### src/rtl/sdram_init_refresh_ctrl.sv
// SDRAM power-up init sequencer and auto-refresh scheduler; requests the bus from
// the arbiter for each refresh and drives registered command/address outputs.
module sdram_init_refresh_ctrl #(
   parameter int unsigned INIT_WAIT_CYCLES = 20000,
   parameter int unsigned REFRESH_INTERVAL = 780,
   parameter int unsigned T_RP             = 2,
   parameter int unsigned T_RFC            = 7,
   parameter int unsigned T_MRD            = 2,
   parameter logic [11:0] MODE_REG         = 12'h020
) (
   input  logic        clk_i,
   input  logic        rst_i,
   input  logic        ref_gnt_i,
   output logic        ref_req_o,
   output logic        ref_done_o,
   output logic        busy_o,
   output logic        init_done_o,
   output logic        ref_overrun_o,
   output logic        cke_o,
   output logic        cs_n_o,
   output logic [2:0]  cmd_o,
   output logic [12:0] a_o,
   output logic [1:0]  ba_o
);
   // state | meaning
   // RST_WAIT | stable-clock NOP wait;  INIT_* / REF_* | command issued this cycle
   // WAIT_*   | NOPs until the shared counter hits 0;  IDLE | waiting for pending refreshes
   // REQ      | ref_req high, waiting for grant;  DONE | ref_done pulse, bus released next
   localparam int unsigned CNT_W = $clog2(INIT_WAIT_CYCLES + T_RP + T_RFC + T_MRD + 1);
   localparam int unsigned IV_W  = $clog2(REFRESH_INTERVAL + 1);

   localparam logic [2:0]  CMD_NOP = 3'b111;
   localparam logic [2:0]  CMD_PRE = 3'b010;
   localparam logic [2:0]  CMD_AR  = 3'b001;
   localparam logic [2:0]  CMD_LMR = 3'b000;
   localparam logic [12:0] A_ALL   = 13'h0400;

   typedef enum logic [3:0] {
      S_RST_WAIT, S_INIT_PRE, S_WAIT_RP, S_INIT_AR1, S_WAIT_RFC1, S_INIT_AR2,
      S_WAIT_RFC2, S_INIT_LMR, S_WAIT_MRD, S_IDLE, S_REQ, S_REF_PRE, S_REF_AR,
      S_WAIT_RFC, S_DONE
   } state_t;

   state_t            state_q;
   logic [CNT_W-1:0]  cnt_q;
   logic [IV_W-1:0]   iv_q, iv_d;
   logic [3:0]        pend_q, pend_d;
   logic              overrun_q, overrun_d;
   logic              init_done_q, cke_q, cs_n_q, ref_req_q, ref_done_q, busy_q;
   logic [2:0]        cmd_q;
   logic [12:0]       a_q;
   logic [1:0]        ba_q;
   logic              tick, init_rise, done_now, cnt_zero;

   assign cnt_zero  = (cnt_q == '0);
   assign init_rise = (state_q == S_WAIT_MRD) && cnt_zero;
   assign tick      = init_done_q && (iv_q == '0);
   assign done_now  = (state_q == S_DONE);

   always_comb begin
      iv_d      = iv_q;
      pend_d    = pend_q;
      overrun_d = overrun_q;
      if (init_rise || tick) begin
         iv_d = IV_W'(REFRESH_INTERVAL - 1);
      end else if (init_done_q) begin
         iv_d = iv_q - 1'b1;
      end
      // a tick and a completed refresh in the same cycle cancel out
      if (tick && !done_now) begin
         if (pend_q == 4'd8) overrun_d = 1'b1;
         else                pend_d    = pend_q + 4'd1;
      end else if (done_now && !tick) begin
         pend_d = pend_q - 4'd1;
      end
   end

   always_ff @(posedge clk_i) begin
      if (rst_i) begin
         state_q     <= S_RST_WAIT;
         cnt_q       <= '0;
         iv_q        <= '0;
         pend_q      <= '0;
         overrun_q   <= 1'b0;
         init_done_q <= 1'b0;
         cke_q       <= 1'b0;
         cs_n_q      <= 1'b1;
         cmd_q       <= CMD_NOP;
         a_q         <= '0;
         ba_q        <= '0;
         ref_req_q   <= 1'b0;
         ref_done_q  <= 1'b0;
         busy_q      <= 1'b1;
      end else begin
         iv_q       <= iv_d;
         pend_q     <= pend_d;
         overrun_q  <= overrun_d;
         cke_q      <= 1'b1;
         cs_n_q     <= 1'b0;
         cmd_q      <= CMD_NOP;
         a_q        <= '0;
         ba_q       <= '0;
         ref_done_q <= 1'b0;
         unique case (state_q)
            S_RST_WAIT: begin
               // cke_q low marks the first cycle out of reset
               if (!cke_q) begin
                  cnt_q <= CNT_W'(INIT_WAIT_CYCLES - 1);
               end else if (cnt_zero) begin
                  state_q <= S_INIT_PRE;
                  cmd_q   <= CMD_PRE;
                  a_q     <= A_ALL;
               end else begin
                  cnt_q <= cnt_q - 1'b1;
               end
            end
            S_INIT_PRE, S_REF_PRE: begin
               state_q <= S_WAIT_RP;
               cnt_q   <= CNT_W'(T_RP - 2);
            end
            S_WAIT_RP: begin
               if (cnt_zero) begin
                  state_q <= init_done_q ? S_REF_AR : S_INIT_AR1;
                  cmd_q   <= CMD_AR;
               end else begin
                  cnt_q <= cnt_q - 1'b1;
               end
            end
            S_INIT_AR1: begin
               state_q <= S_WAIT_RFC1;
               cnt_q   <= CNT_W'(T_RFC - 2);
            end
            S_WAIT_RFC1: begin
               if (cnt_zero) begin
                  state_q <= S_INIT_AR2;
                  cmd_q   <= CMD_AR;
               end else begin
                  cnt_q <= cnt_q - 1'b1;
               end
            end
            S_INIT_AR2: begin
               state_q <= S_WAIT_RFC2;
               cnt_q   <= CNT_W'(T_RFC - 2);
            end
            S_WAIT_RFC2: begin
               if (cnt_zero) begin
                  state_q <= S_INIT_LMR;
                  cmd_q   <= CMD_LMR;
                  a_q     <= {1'b0, MODE_REG};
               end else begin
                  cnt_q <= cnt_q - 1'b1;
               end
            end
            S_INIT_LMR: begin
               state_q <= S_WAIT_MRD;
               cnt_q   <= CNT_W'(T_MRD - 2);
            end
            S_WAIT_MRD: begin
               if (cnt_zero) begin
                  state_q     <= S_IDLE;
                  init_done_q <= 1'b1;
                  busy_q      <= 1'b0;
               end else begin
                  cnt_q <= cnt_q - 1'b1;
               end
            end
            S_IDLE: begin
               if (pend_q != 4'd0) begin
                  state_q   <= S_REQ;
                  ref_req_q <= 1'b1;
               end
            end
            S_REQ: begin
               if (ref_gnt_i) begin
                  state_q   <= S_REF_PRE;
                  ref_req_q <= 1'b0;
                  busy_q    <= 1'b1;
                  cmd_q     <= CMD_PRE;
                  a_q       <= A_ALL;
               end
            end
            S_REF_AR: begin
               state_q <= S_WAIT_RFC;
               cnt_q   <= CNT_W'(T_RFC - 2);
            end
            S_WAIT_RFC: begin
               if (cnt_zero) begin
                  state_q    <= S_DONE;
                  ref_done_q <= 1'b1;
               end else begin
                  cnt_q <= cnt_q - 1'b1;
               end
            end
            S_DONE: begin
               state_q <= S_IDLE;
               busy_q  <= 1'b0;
            end
            default: state_q <= S_RST_WAIT;
         endcase
      end
   end

   assign ref_req_o     = ref_req_q;
   assign ref_done_o    = ref_done_q;
   assign busy_o        = busy_q;
   assign init_done_o   = init_done_q;
   assign ref_overrun_o = overrun_q;
   assign cke_o         = cke_q;
   assign cs_n_o        = cs_n_q;
   assign cmd_o         = cmd_q;
   assign a_o           = a_q;
   assign ba_o          = ba_q;
endmodule
### config.mk
export PLATFORM = sky130hd
export DESIGN_NAME = sdram_init_refresh_ctrl
export DESIGN_NICKNAME = d
export VERILOG_FILES = /design/src/rtl/sdram_init_refresh_ctrl.sv
export SDC_FILE = /design/constraint.sdc
export NUM_CORES = 1
export LEC_CHECK = 0
export BUFFER_PORTS_ARGS = -buffer_cell sky130_fd_sc_hd__buf_2
export CORE_ASPECT_RATIO = 1.2
export CORE_MARGIN = 4
export CORE_UTILIZATION = 41
export CTS_BUF_LIST = sky130_fd_sc_hd__clkbuf_2
export CTS_CLUSTER_SIZE = 8
export DETAILED_ROUTE_END_ITERATION = 6
export GPL_ROUTABILITY_DRIVEN = 1
export PLACE_DENSITY = 0.58
export SYNTH_ARGS = -nofsm -noshare
export SYNTH_HDL_FRONTEND = slang
export SYNTH_SLANG_ARGS = --single-unit
### constraint.sdc
create_clock -name clk_i -period 6.6 [get_ports clk_i]
set_clock_uncertainty 0.15 [all_clocks]
set_input_delay 0.66 -clock clk_i [delete_from_list [all_inputs] [get_ports clk_i]]
set_output_delay 0.66 -clock clk_i [all_outputs]
set_load 0.02 [all_outputs]
# Yosys cells after proc, flatten, opt, wreduce, memory -nomap -nowiden
# Cells that the tools add are included.
[totals]
regBits = 56
out_inout_bits = 25
in_bits = 3
word_cells = 112
[classes]
bitwise = 1
mux = 39
reduce_logical = 29
n_addsub = 4
n_eq_ne = 25
[ops]
columns = ["cell", "n"]
rows = [
  ["$pmux 15 s4", 1],
  ["$pmux 4 s14", 1],
  ["$mux 4", 13],
  ["$mux 11", 3],
  ["$pmux 11 s3", 1],
  ["$eq 4x4->1 const B", 8],
  ["$mux 15", 2],
  ["$mux 10", 2],
  ["$ne 2x2->1 const B", 10],
  ["$eq 4x3->1 const B", 4],
  ["$logic_not 15->1", 1],
  ["$mux 3", 5],
  ["$sub 15x1->15 const B", 1],
  ["$pmux 3 s4", 1],
  ["$logic_not 10->1", 1],
  ["$sub 10x1->10 const B", 1],
  ["$reduce_and 9->1", 1],
  ["$eq 4x2->1 const B", 2],
  ["$reduce_bool 4->1", 2],
  ["$reduce_or 2->1", 4],
  ["$mux 1", 7],
  ["$mux 6", 1],
  ["$reduce_and 2->1", 3],
  ["$reduce_and 3->1", 2],
  ["14 further kinds", 21],
]

# Depth between registers and ports, before layout
# Gate-level depths: netlist of run 1.
[depth]
word_depth = 6
mapped_depth = 11
mapped_depth_nobuf = 11

# Worst setup path after synthesis of run 1
# No wires, ideal clock.
[synth_timing]
path_kind = "reg2reg"
from = "register iv_q[3]"
to = "register pend_q[3]"
t_required_ps = 6329
arrival_ps = 2725
synth_period_minus_slack_ps = 2996
path_stages_with_launch = 10
setup_time_ps = 121
n_path_buf = 0
path_slack_ps = 3604
path_cell_list = "dfxtp_1 -> or4_1 -> nor4_2 -> nand2_1 -> ha_1 -> a21o_1 -> a21oi_1 -> nor2_1 -> a21oi_1 -> mux2_2"
[synth_between]
elab_chain_len = 6
elab_cells_between_ends = 9
classes_between = "eq/ne (1); mux (1); reduce/logical (7)"
[synth_rtl]
columns = ["item", "line_no", "rtl"]
rows = [
  ["start: declaration", "46", "logic [IV_W-1:0] iv_q, iv_d;"],
  ["start signal: assignment", "95", "iv_q <= iv_d;"],
  ["$logic_not 10->1 (*)", "57", "assign tick = init_done_q && (iv_q == '0);"],
  ["$logic_and 1x1->1 (*)", "57", ""],
  ["$logic_not 1->1", "73", "end else if (done_now && !tick) begin"],
  ["$logic_and 1x1->1", "73", ""],
  ["$reduce_bool 2->1 (no source line)", "-", ""],
  ["$reduce_and 2->1 (no source line)", "-", ""],
  ["end signal: assignment", "96", "pend_q <= pend_d;"],
  ["end: declaration", "47", "logic [3:0] pend_q, pend_d;"],
]
# Mark *: on every way between the ends. The rest lies on a longest branch, timed or not.
# A chain may end at the register's enable or synchronous reset.

# Worst setup path after layout of run 1
# Same ends and word-level chain as after synthesis.

==> results of run 1 <==
-- final cells by class --
type                    instances  area, um2  share of cell area (%)
flip-flops and latches         45      900.9                   34.16
clock inverters                 2      10.01                  0.3795
inverters                      10      37.54                   1.423
repair buffers                 15      77.57                   2.941
well taps                      82      102.6                   3.890
clock buffers                   6      30.03                   1.139
multi-input cells             244       1479                   56.07
-- power breakdown --
part | switching, mW | internal [mW] | total (mW)
registers | 0.0508 | 0.306 | 0.356
clock network | 0.0904 | 0.0266 | 0.117
logic | 0.155 | 0.106 | 0.261
-- worst reg2reg max path, delay by kind of cell (launching register included) --
family,cells,cell delay [ns]
and+or+nand+nor,4,1.52
AOI/OAI and AO/OA,3,0.49
DFF,1,0.40
muxes,1,0.34
adders and majority gates,1,0.32
-- logic make-up after synthesis --
| kind of cell | count (synthesis) | synth area share [%] |
|---|---|---|
| compound gates | 71 | 17.50 |
| xor+xnor | 16 | 5.537 |
| fa+ha+maj | 5 | 2.768 |
| buf+inv | 39 | 7.760 |
| flops | 45 | 35.59 |
| mux | 6 | 2.422 |
| other cells | 1 | 0.1482 |
| simple gates | 133 | 28.27 |
-- synthesized netlist by cell type, types with 3 or more instances --
library cell   n
or3_1          9
a31oi_1        5
dfxtp_1       45
nand3_1        6
clkbuf_1      15
nand4_1        3
a21oi_1       23
inv_1         10
nand2b_1       3
nand4b_1       3
ha_1           4
nor3b_1        5
or4_1          6
o21ai_0       15
nor3_1        19
mux2i_1        5
a21boi_0       4
nor2_1        42
nand2_1       15
nor4_1         8
buf_4         13
a211oi_1       4
xnor2_1       15
-- stage by stage --
| step | cells | total power, mW | hold slack (ns) | util (%) | setup slack [ns] |
|---|---|---|---|---|---|
| global placement | 396 | 0.6178 | 0.3421 | 43.21 | 3.428 |
| floorplan | 328 | 0.5703 | 0.3260 | - | 3.604 |
| CTS | 404 | 0.7407 | 0.3785 | 43.87 | 3.313 |
| detailed placement | 396 | 0.6205 | 0.3404 | 43.21 | 3.383 |
| global route | 404 | 0.7888 | 0.3776 | 43.87 | 3.121 |
| finish | 404 | 0.7346 | 0.3871 | 43.87 | 3.289 |
-- worst max-delay path by stage --
stage / startpoint / end / slack (ns) / cells after the start
2_1_floorplan: iv_q[3]$_SDFFE_PP0P_ / pend_q[3]$_SDFFE_PP0P_ / 3.60 / 9
3_3_place_gp: iv_q[3]$_SDFFE_PP0P_ / pend_q[3]$_SDFFE_PP0P_ / 3.43 / 9
3_5_place_dp: iv_q[3]$_SDFFE_PP0P_ / pend_q[3]$_SDFFE_PP0P_ / 3.38 / 9
4_1_cts: iv_q[3]$_SDFFE_PP0P_ / pend_q[3]$_SDFFE_PP0P_ / 3.31 / 9
5_1_grt: iv_q[3]$_SDFFE_PP0P_ / pend_q[3]$_SDFFE_PP0P_ / 3.12 / 9
6_report: iv_q[3]$_SDFFE_PP0P_ / pend_q[3]$_SDFFE_PP0P_ / 3.29 / 9
-- layer usage --
metal / wire (um) / vias up / share of wire (%) / global-route usage [%]
li1: - / 1117 / - / -
met1: 2712 / 998 / 49 / 20.07
met2: 2545 / 34 / 46 / 24.09
met3: 241 / 4 / 4.3 / 3.263
met4: 46 / 0 / 0.83 / 4.728
met5: 0 / - / 0 / 0
-- registers in the layout, indices dropped and copies added (netlist names) --
signal,flops
pend_q,4
cmd_o,3
init_done_o,1
cke_o,1
ref_done_o,1
ref_overrun_o,1
state_q,4
ref_req_o,1
cnt_q,15
iv_q,10
a_o,2
busy_o,1
cs_n_o,1
==> results_dict.tcl, run 1 <==
set metrics [dict create \
    clkTransAtPathRegs_ns 0.23 \
    synth_cells 316 \
    cap_violations 0 \
    die_w_um 79.73 \
    cp_top_family "simple AND/OR/NAND/NOR gates" \
    crit_top_cell "a21oi_1" \
    fmax_mhz 302.0 \
    max-vdd-ir-drop_uv 128.9 \
    final_cell_mix "45 x dfxtp_1, 42 x nor2_1, 23 x a21oi_1" \
    drtIter0Drc 100 \
    hold_viol 0 \
    period_minus_slack_ns 3.311 \
    ys.flop_type "dfxtp_1" \
    first_pass_iters 4 \
    ys_seq_area_share_pct 35.59 \
    yosys-top-cells-area "dfxtp_1 36%, nor2_1 6.2%, xnor2_1 5.2%" \
    total_leakage_power_nw 0.9327 \
    drive_gt1_share_pct 9.627 \
    rsz0062_at_grt "no" \
    max_slew.worst_pin.slew_ns 1.048 \
    die_h_um 94.07 \
    cp.arrival_ns 3.49 \
    stdcell_area_um2 2638 \
    cts.sinks 45 \
    overflow 0 \
    yosysWarnings 0 \
    gp_congestion 0.7991 \
    dr_total_vias 2153 \
    drc 0 \
    reg2reg_to "pend_q[3]$_SDFFE_PP0P_" \
    finalSetupTns_ns 0 \
    syn2layout_area_growth_pct 4.202 \
    status "complete, no violations" \
    path_class "reg2reg" \
    cts_root_buf "clkbuf_2" \
    cts_buffers 5 \
    wirelength_mm 5.545 \
    async_flop_share_pct 0 \
    end_kind "flip-flop" \
    grt_pass1_vias 1938 \
    reg2reg_depth 9 \
    fillCellCount 604 \
    fin_nets 329 \
    clock_path_buffers 2 \
    antenna_cells 0 \
    worstHoldStart "ref_overrun_o$_SDFFE_PP0P_" \
    slew_headroom_pct 29.49 \
    layout_commonest_cell "dfxtp_1" \
    cp.required_ns 6.78 \
    portBuffers 14 \
    cpPeakStageDelay_ns 0.61 \
    io_pins 28 \
    maxSlewViolCount 0 \
    grt_pass1_wl_mm 9.052 \
    cts_setup_buffers 0 \
    start_util_pct 42.10 \
    htreeDepth 2 \
    finalCritPeriodShare_pct 50.17 \
    synth_cell_types 52 \
    path_cells "or4_1 > nor4_2 > nand2_1 > ha_1 > a21o_1 > a21oi_1 > nor2_1 > a21oi_1 > mux2_2" \
    clk_latency_ns 0.43 \
    cp_num_buf_inv 0 \
    synth-seq-cells 45 \
    ctsResizeCount 0 \
    synthesis.area_um2 2531 \
    row_count 31 \
    crit_path_top_delay_cell "or4_1" \
    powerDensity_nw_per_um2 278.5 \
    avgViaCountPerCell 5.329 \
    place_area_um2 2597 \
    die-area_um2 7500 \
    synth.avg_cell_area_um2 8.010 \
    synth_edf_count 0 \
    cp_max_fo 7 \
    start_kind "flip-flop" \
    antenna_found_initial 0 \
    timing.rr.start "iv_q[3]$_SDFFE_PP0P_" \
    core_area_um2 6012 \
    hold_path_depth 2 \
    hold_class "reg2reg" \
    cts_tree "built" \
    wl_per_cell_um 13.73 \
    setup_viol 0 \
    postCtsHoldBufs 0 \
    grt_usage_pct 15.05 \
    rrSetupSlack_ns 3.29 \
    ant_nets 0 \
    dp_hpwl_mm 3.815 \
    yosysTopAreaCellShare_pct 35.59 \
    min_to "ref_overrun_o$_SDFFE_PP0P_" \
    yosys.area.top_type "dfxtp_1" \
    grt_max_degree 34 \
]
(Power assumes the default switching activity.)
==> run 2, diff against run 1 <==
ABC_AREA = 1   (was not set)
PLACE_DENSITY = 0.6   (was 0.58)
clock period = 2.96 ns   (was 6.6 ns; I/O delays follow)
==> run 2 against run 1 <==
Effect of this change: design area increased by 5.8%; synthesized cell count increased by 24%; critical path depth increased by 5; combinational power increased to 6.2 times the previous value; final cell count increased by 21%; global-route usage increased by 1.5 points; power increased to 3.7 times the previous value; count of clock-buffer cells in the layout decreased by 1; sequential share of layout area decreased by 1.9 points; highest routed layer unchanged.
==> results_dict.tcl, run 2 <==
set metrics [dict create \
    overflow 0 \
    first_pass_iters 6 \
    cts_buffers 5 \
    rsz0062_at_grt "no" \
    grt_pass1_wl_mm 10.14 \
    htreeDepth 2 \
    top_regs "cnt_q: 15 flops, iv_q: 10 flops" \
    cts_root_buf "clkbuf_2" \
    cts_setup_buffers 0 \
    async_flop_share_pct 0 \
    comb_power_share_pct 59.0 \
    synth_cell_types 38 \
    wl_per_cell_um 12.11 \
    cts_tree "built" \
    seq_power_share_pct 32.3 \
    dr_total_vias 2431 \
    synth_most_common_cell "nand2_1" \
    drc 0 \
    cp_max_fo 4 \
    core_area_um2 6167 \
    dp_hpwl_mm 4.492 \
    switching_share_pct 51.37 \
    regMostFlops "cnt_q" \
    postCtsHoldBufs 1 \
    cell_internal_pwr_mw 1.336 \
    synth-seq-cells 45 \
    synth_cells 391 \
    cpPeakStageDelay_ns 0.35 \
    crit_path_top_delay_cell "dfxtp_1" \
    max_slew.worst_pin.slew_ns 0.6897 \
    slew_headroom_pct 53.97 \
    synth_simple_gate_area_share_pct 36.86 \
    syn2layout_area_growth_pct 4.843 \
    setup_viol 0 \
    gp_congestion 0.8662 \
    synth_top_family_by_area "simple AND/OR/NAND/NOR gates" \
    io_pins 28 \
    ant_nets 0 \
    clk_latency_ns 0.40 \
    crit_top_cell "inv_1" \
    drive_gt1_share_pct 14.04 \
    die-area_um2 7849 \
    wirelength_mm 5.912 \
    ys_seq_area_share_pct 33.85 \
    cp.required_ns 3.12 \
    ctsResizeCount 0 \
    grt_max_degree 22 \
    end_kind "flip-flop" \
    finalWorstSetupSlack_ns 0.4087 \
    path_class "reg2reg" \
    clkTransAtPathRegs_ns 0.22 \
    start_util_pct 43.15 \
    yosys.area.top_type "dfxtp_1" \
    drtIter0Drc 76 \
    clkPwrFrac_pct 8.7 \
    hold_viol 0 \
    yosysTopAreaCellShare_pct 33.85 \
    portBuffers 14 \
    die_h_um 96.26 \
    layout_commonest_cell "nand2_1" \
    yosysWarnings 0 \
    cts.sinks 45 \
    finalCritPeriodShare_pct 86.19 \
    synth.avg_cell_area_um2 6.806 \
    antenna_cells 0 \
    path_cells "inv_1 > ha_1 > nand2_1 > inv_1 > nand3_1 > nor2_1 > nand2_1 > nor2_2 > inv_1 > ha_1 > a21oi_1 > nand4_1 > a21oi_1 > nor2_1" \
    total_leakage_power_nw 1.299 \
    synthXorXnorAreaFrac_pct 2.633 \
    start_kind "flip-flop" \
    ys.flop_type "dfxtp_1" \
    clock_path_buffers 2 \
    grt_pass1_vias 2231 \
    p_sw_mw 1.412 \
    avgViaCountPerCell 4.982 \
    largest_register_ffs 15 \
    synth_compound_area_share_pct 11.85 \
    yosys-top-cells-area "dfxtp_1 34%, nand2_1 10%, nor2_1 8.9%" \
    synthesis.area_um2 2661 \
    max-vdd-ir-drop_uv 427.9 \
    finalSetupTns_ns 0 \
    place_ws_ns 0.4090 \
    synth_fa_ha_area_share_pct 2.633 \
    row_count 31 \
    synth_edf_count 0 \
    synthTopCellsByCount "73 x nand2_1, 63 x nor2_1, 45 x dfxtp_1, 42 x inv_1, 27 x nand3_1" \
    holdWs_ns 0.05143 \
    status "complete, no violations" \
    cap_violations 0 \
    antenna_found_initial 0 \
    final_cell_mix "73 x nand2_1, 63 x nor2_1, 45 x dfxtp_1" \
    grt_usage_pct 16.50 \
    die_w_um 81.55 \
    cp.arrival_ns 2.71 \
    hold_class "in2reg" \
    final_util_pct 45.24 \
    fin_nets 415 \
    period_minus_slack_ns 2.551 \
    synthMuxAreaShare_pct 0 \
    maxSlewViolCount 0 \
    fmax_mhz 392.0 \
    powerDensity_nw_per_um2 985.0 \
]
run 2: logic make-up (layout without fill, tap and decap cells):
| kind of cell | Yosys count | count (layout) |
|---|---|---|
| flip-flops | 45 | 45 |
| XOR/XNOR | 8 | 8 |
| AND/OR/NAND/NOR | 207 | 207 |
| other | 1 | 13 |
| adder cells (fa/ha/maj) | 5 | 5 |
| AO/OA/AOI/OAI | 57 | 57 |
| buffers and inverters | 68 | 71 |
run 2: routing by layer:
layer | global-route usage (%) | share of wire (%)
met1 | 21.07 | 46
met2 | 28.53 | 50
met4 | 4.225 | 1.0
met5 | 0 | 0
met3 | 2.809 | 3.2
run 2: cell type report:
cell class | instances | area, um2
multi-input cells | 290 | 1485
inverters | 49 | 183.9
well taps | 82 | 102.6
repair buffers | 16 | 87.58
clock buffers | 5 | 25.02
fillers | 657 | 3377
clock inverters | 1 | 5.005
flip-flops and latches | 45 | 900.9
run 2: stage by stage:
stage / std cells / total power [mW] / area [um2]
6_report: 488 / 2.748 / 2790
5_1_grt: 488 / 3.051 / 2790
4_1_cts: 488 / 2.764 / 2790
3_5_place_dp: 481 / 2.517 / 2750
3_3_place_gp: 481 / 2.500 / 2750
2_1_floorplan: 403 / 2.237 / 2706
run 2: worst paths after layout:
kind | startpoint | to | cells after the start | slack (ns)
setup / recovery | iv_q[0]$_SDFFE_PP0P_ | pend_q[3]$_SDFFE_PP0P_ | 14 | 0.41
hold / removal | ref_gnt_i | busy_o$_SDFFE_PP1P_ | 3 | 0.05
setup reg to reg | iv_q[0]$_SDFFE_PP0P_ | pend_q[3]$_SDFFE_PP0P_ | 14 | 0.41
hold reg to reg | cnt_q[13]$_SDFFE_PP0P_ | cnt_q[13]$_SDFFE_PP0P_ | 2 | 0.33
run 2: power by group through the flow:
stage / combinational [mW] / clock, mW / sequential, mW
after floorplan: 1.35 / 0 / 0.885
after global placement: 1.60 / 0 / 0.896
after detailed placement: 1.62 / 0 / 0.898
after CTS: 1.63 / 0.253 / 0.884
after global routing: 1.87 / 0.274 / 0.909
final: 1.62 / 0.239 / 0.887
run 2: critical path: cells and delay by family (launching register included):
family	cells	cell delay, ns
AOI/OAI and AO/OA	2	0.38
adders and majority gates	2	0.48
buffers and inverters	3	0.29
DFF	1	0.35
and+or+nand+nor	7	0.82
==> run 3, diff against run 2 <==
PLACE_DENSITY = not set   (was 0.6)
PLACE_DENSITY_LB_ADDON = 0.3   (was not set)
==> run 3 against run 2 <==
Effect of this change: flip-flop and latch count unchanged; via count fell by 0.33%; critical path type unchanged; first-iteration DRC count is 13% higher; global-route usage is 0.27 points lower; sequential share of layout area shrank 0.41 points; count of clock-buffer cells in the layout is 1 higher; routed wire length is 3.5% lower; critical path depth unchanged; design area is 1.3% higher; power rose by 3.4%; largest cell class unchanged; worst hold slack improved by 0.27 ns.
==> results_dict.tcl, run 3 (synthesis results as in run 2) <==
set metrics [dict create \
    end_kind "flip-flop" \
    htreeDepth 2 \
    rsz0062_at_grt "no" \
    crit_path_top_delay_cell "dfxtp_1" \
    grt_max_degree 22 \
    drive_gt1_share_pct 13.97 \
    grt_pass1_vias 2297 \
    cts_tree "built" \
    place_area_um2 2743 \
    avgViaCountPerCell 4.945 \
    hold_class "reg2reg" \
    hold_viol 0 \
    stdcell_area_um2 2826 \
    powerDensity_nw_per_um2 1005 \
    cts.sinks 45 \
    dr_total_vias 2423 \
    crit_top_cell "inv_1" \
    start_kind "flip-flop" \
    postCtsHoldBufs 2 \
    cp.arrival_ns 2.73 \
    layout_commonest_cell "nand2_1" \
    total_power_mw 2.840 \
    ant_nets 0 \
    finalSetupTns_ns 0 \
    io_pins 28 \
    max-vdd-ir-drop_uv 498.1 \
    antenna_cells 0 \
    path_cells "inv_1 > ha_1 > nand2_1 > inv_1 > nand3_1 > nor2_1 > nand2_1 > nor2_2 > inv_1 > ha_1 > a21oi_1 > nand4_1 > a21oi_1 > nor2_1" \
    overflow 0 \
    grt_usage_pct 16.24 \
    drtIter0Drc 86 \
    core_area_um2 6167 \
    first_pass_iters 4 \
    largest_register_ffs 15 \
    grt_pass1_wl_mm 10.07 \
    path_class "reg2reg" \
    ctsResizeCount 0 \
    status "complete, no violations" \
    row_count 31 \
    max_slew.worst_pin.slew_ns 0.6398 \
    setup_viol 0 \
    cap_violations 0 \
    cts_setup_buffers 0 \
    final_cell_mix "73 x nand2_1, 63 x nor2_1, 45 x dfxtp_1" \
    dp_hpwl_mm 4.396 \
    gp_congestion 0.8381 \
    finalCritPeriodShare_pct 86.28 \
    dp_cells 480 \
    maxSlewViolCount 0 \
    finalWorstSetupSlack_ns 0.4063 \
    start_util_pct 43.15 \
    die_h_um 96.26 \
    cp.required_ns 3.14 \
    wirelength_mm 5.705 \
    regMostFlops "cnt_q" \
    antenna_found_initial 0 \
    fin_nets 415 \
    fin_cells 490 \
    syn2layout_area_growth_pct 6.206 \
    clkTransAtPathRegs_ns 0.23 \
    cp_max_fo 4 \
    top_regs "cnt_q: 15 flops, iv_q: 10 flops" \
    total_leakage_power_nw 1.314 \
    cts_root_buf "clkbuf_2" \
    place_ws_ns 0.4235 \
    die-area_um2 7849 \
    clk_latency_ns 0.41 \
    die_w_um 81.55 \
    drc 0 \
    period_minus_slack_ns 2.554 \
    wl_per_cell_um 11.64 \
    fmax_mhz 391.6 \
    cpPeakStageDelay_ns 0.36 \
    cts_buffers 5 \
    clock_path_buffers 2 \
    slew_headroom_pct 57.30 \
    portBuffers 14 \
]
==> run 3: changes by cell type in the layout (fill, tap and decap cells not counted) <==
cell,previous run,this run
dlygate4sd3_1,1,2
clkinv_1,0,1
clkinv_2,1,0
buf_4,1,0
clkbuf_2,5,6
bufinv_16,0,1
==> run 3: worst paths after layout <==
kind	from	to	slack, ns	cells past startpoint
max	iv_q[0]$_SDFFE_PP0P_	pend_q[3]$_SDFFE_PP0P_	0.41	14
min	cnt_q[13]$_SDFFE_PP0P_	cnt_q[13]$_SDFFE_PP0P_	0.32	2
max reg2reg	iv_q[0]$_SDFFE_PP0P_	pend_q[3]$_SDFFE_PP0P_	0.41	14
min reg2reg	cnt_q[13]$_SDFFE_PP0P_	cnt_q[13]$_SDFFE_PP0P_	0.32	2
==> run 3: metrics by stage <==
step	util [%]	hold slack (ns)
final	45.83	0.3249
after global routing	45.83	0.3748
after CTS	45.83	0.3288
after detailed placement	44.47	0.3036
after global placement	44.47	0.2996
after floorplan	-	0.1737
==> run 3: power breakdown <==
group	leakage (nW)	internal (mW)	switching, mW
logic	0.906	0.540	1.07
clock network	0.0406	0.144	0.202
registers	0.368	0.748	0.136
total	1.31	1.43	1.41
==> run 3: layout make-up <==
class                           instances  area [um2]
Timing Repair Buffer                   16       90.09
Clock buffer                            6       30.03
Inverter                               49       183.9
Sequential cell                        45       900.9
Clock inverter                          2       33.78
Multi-Input combinational cell        290        1485
Fill cell                             664        3341
Tap cell                               82       102.6
==> run 3: worst max-delay path, delay by kind of cell (launching register included) <==
kind            cells  cell delay, ns
compound gates      2            0.38
fa+ha+maj           2            0.47
simple gates        7            0.84
buf+inv             3            0.28
flops               1            0.36
==> run 3: layer usage <==
metal / wire length [um] / track usage, % / up-vias
met5: 0 / 0 / -
li1: - / - / 1265
met1: 2627 / 19.19 / 1116
met2: 2833 / 28.46 / 33
met4: 86 / 5.775 / 0
met3: 158 / 3.652 / 9
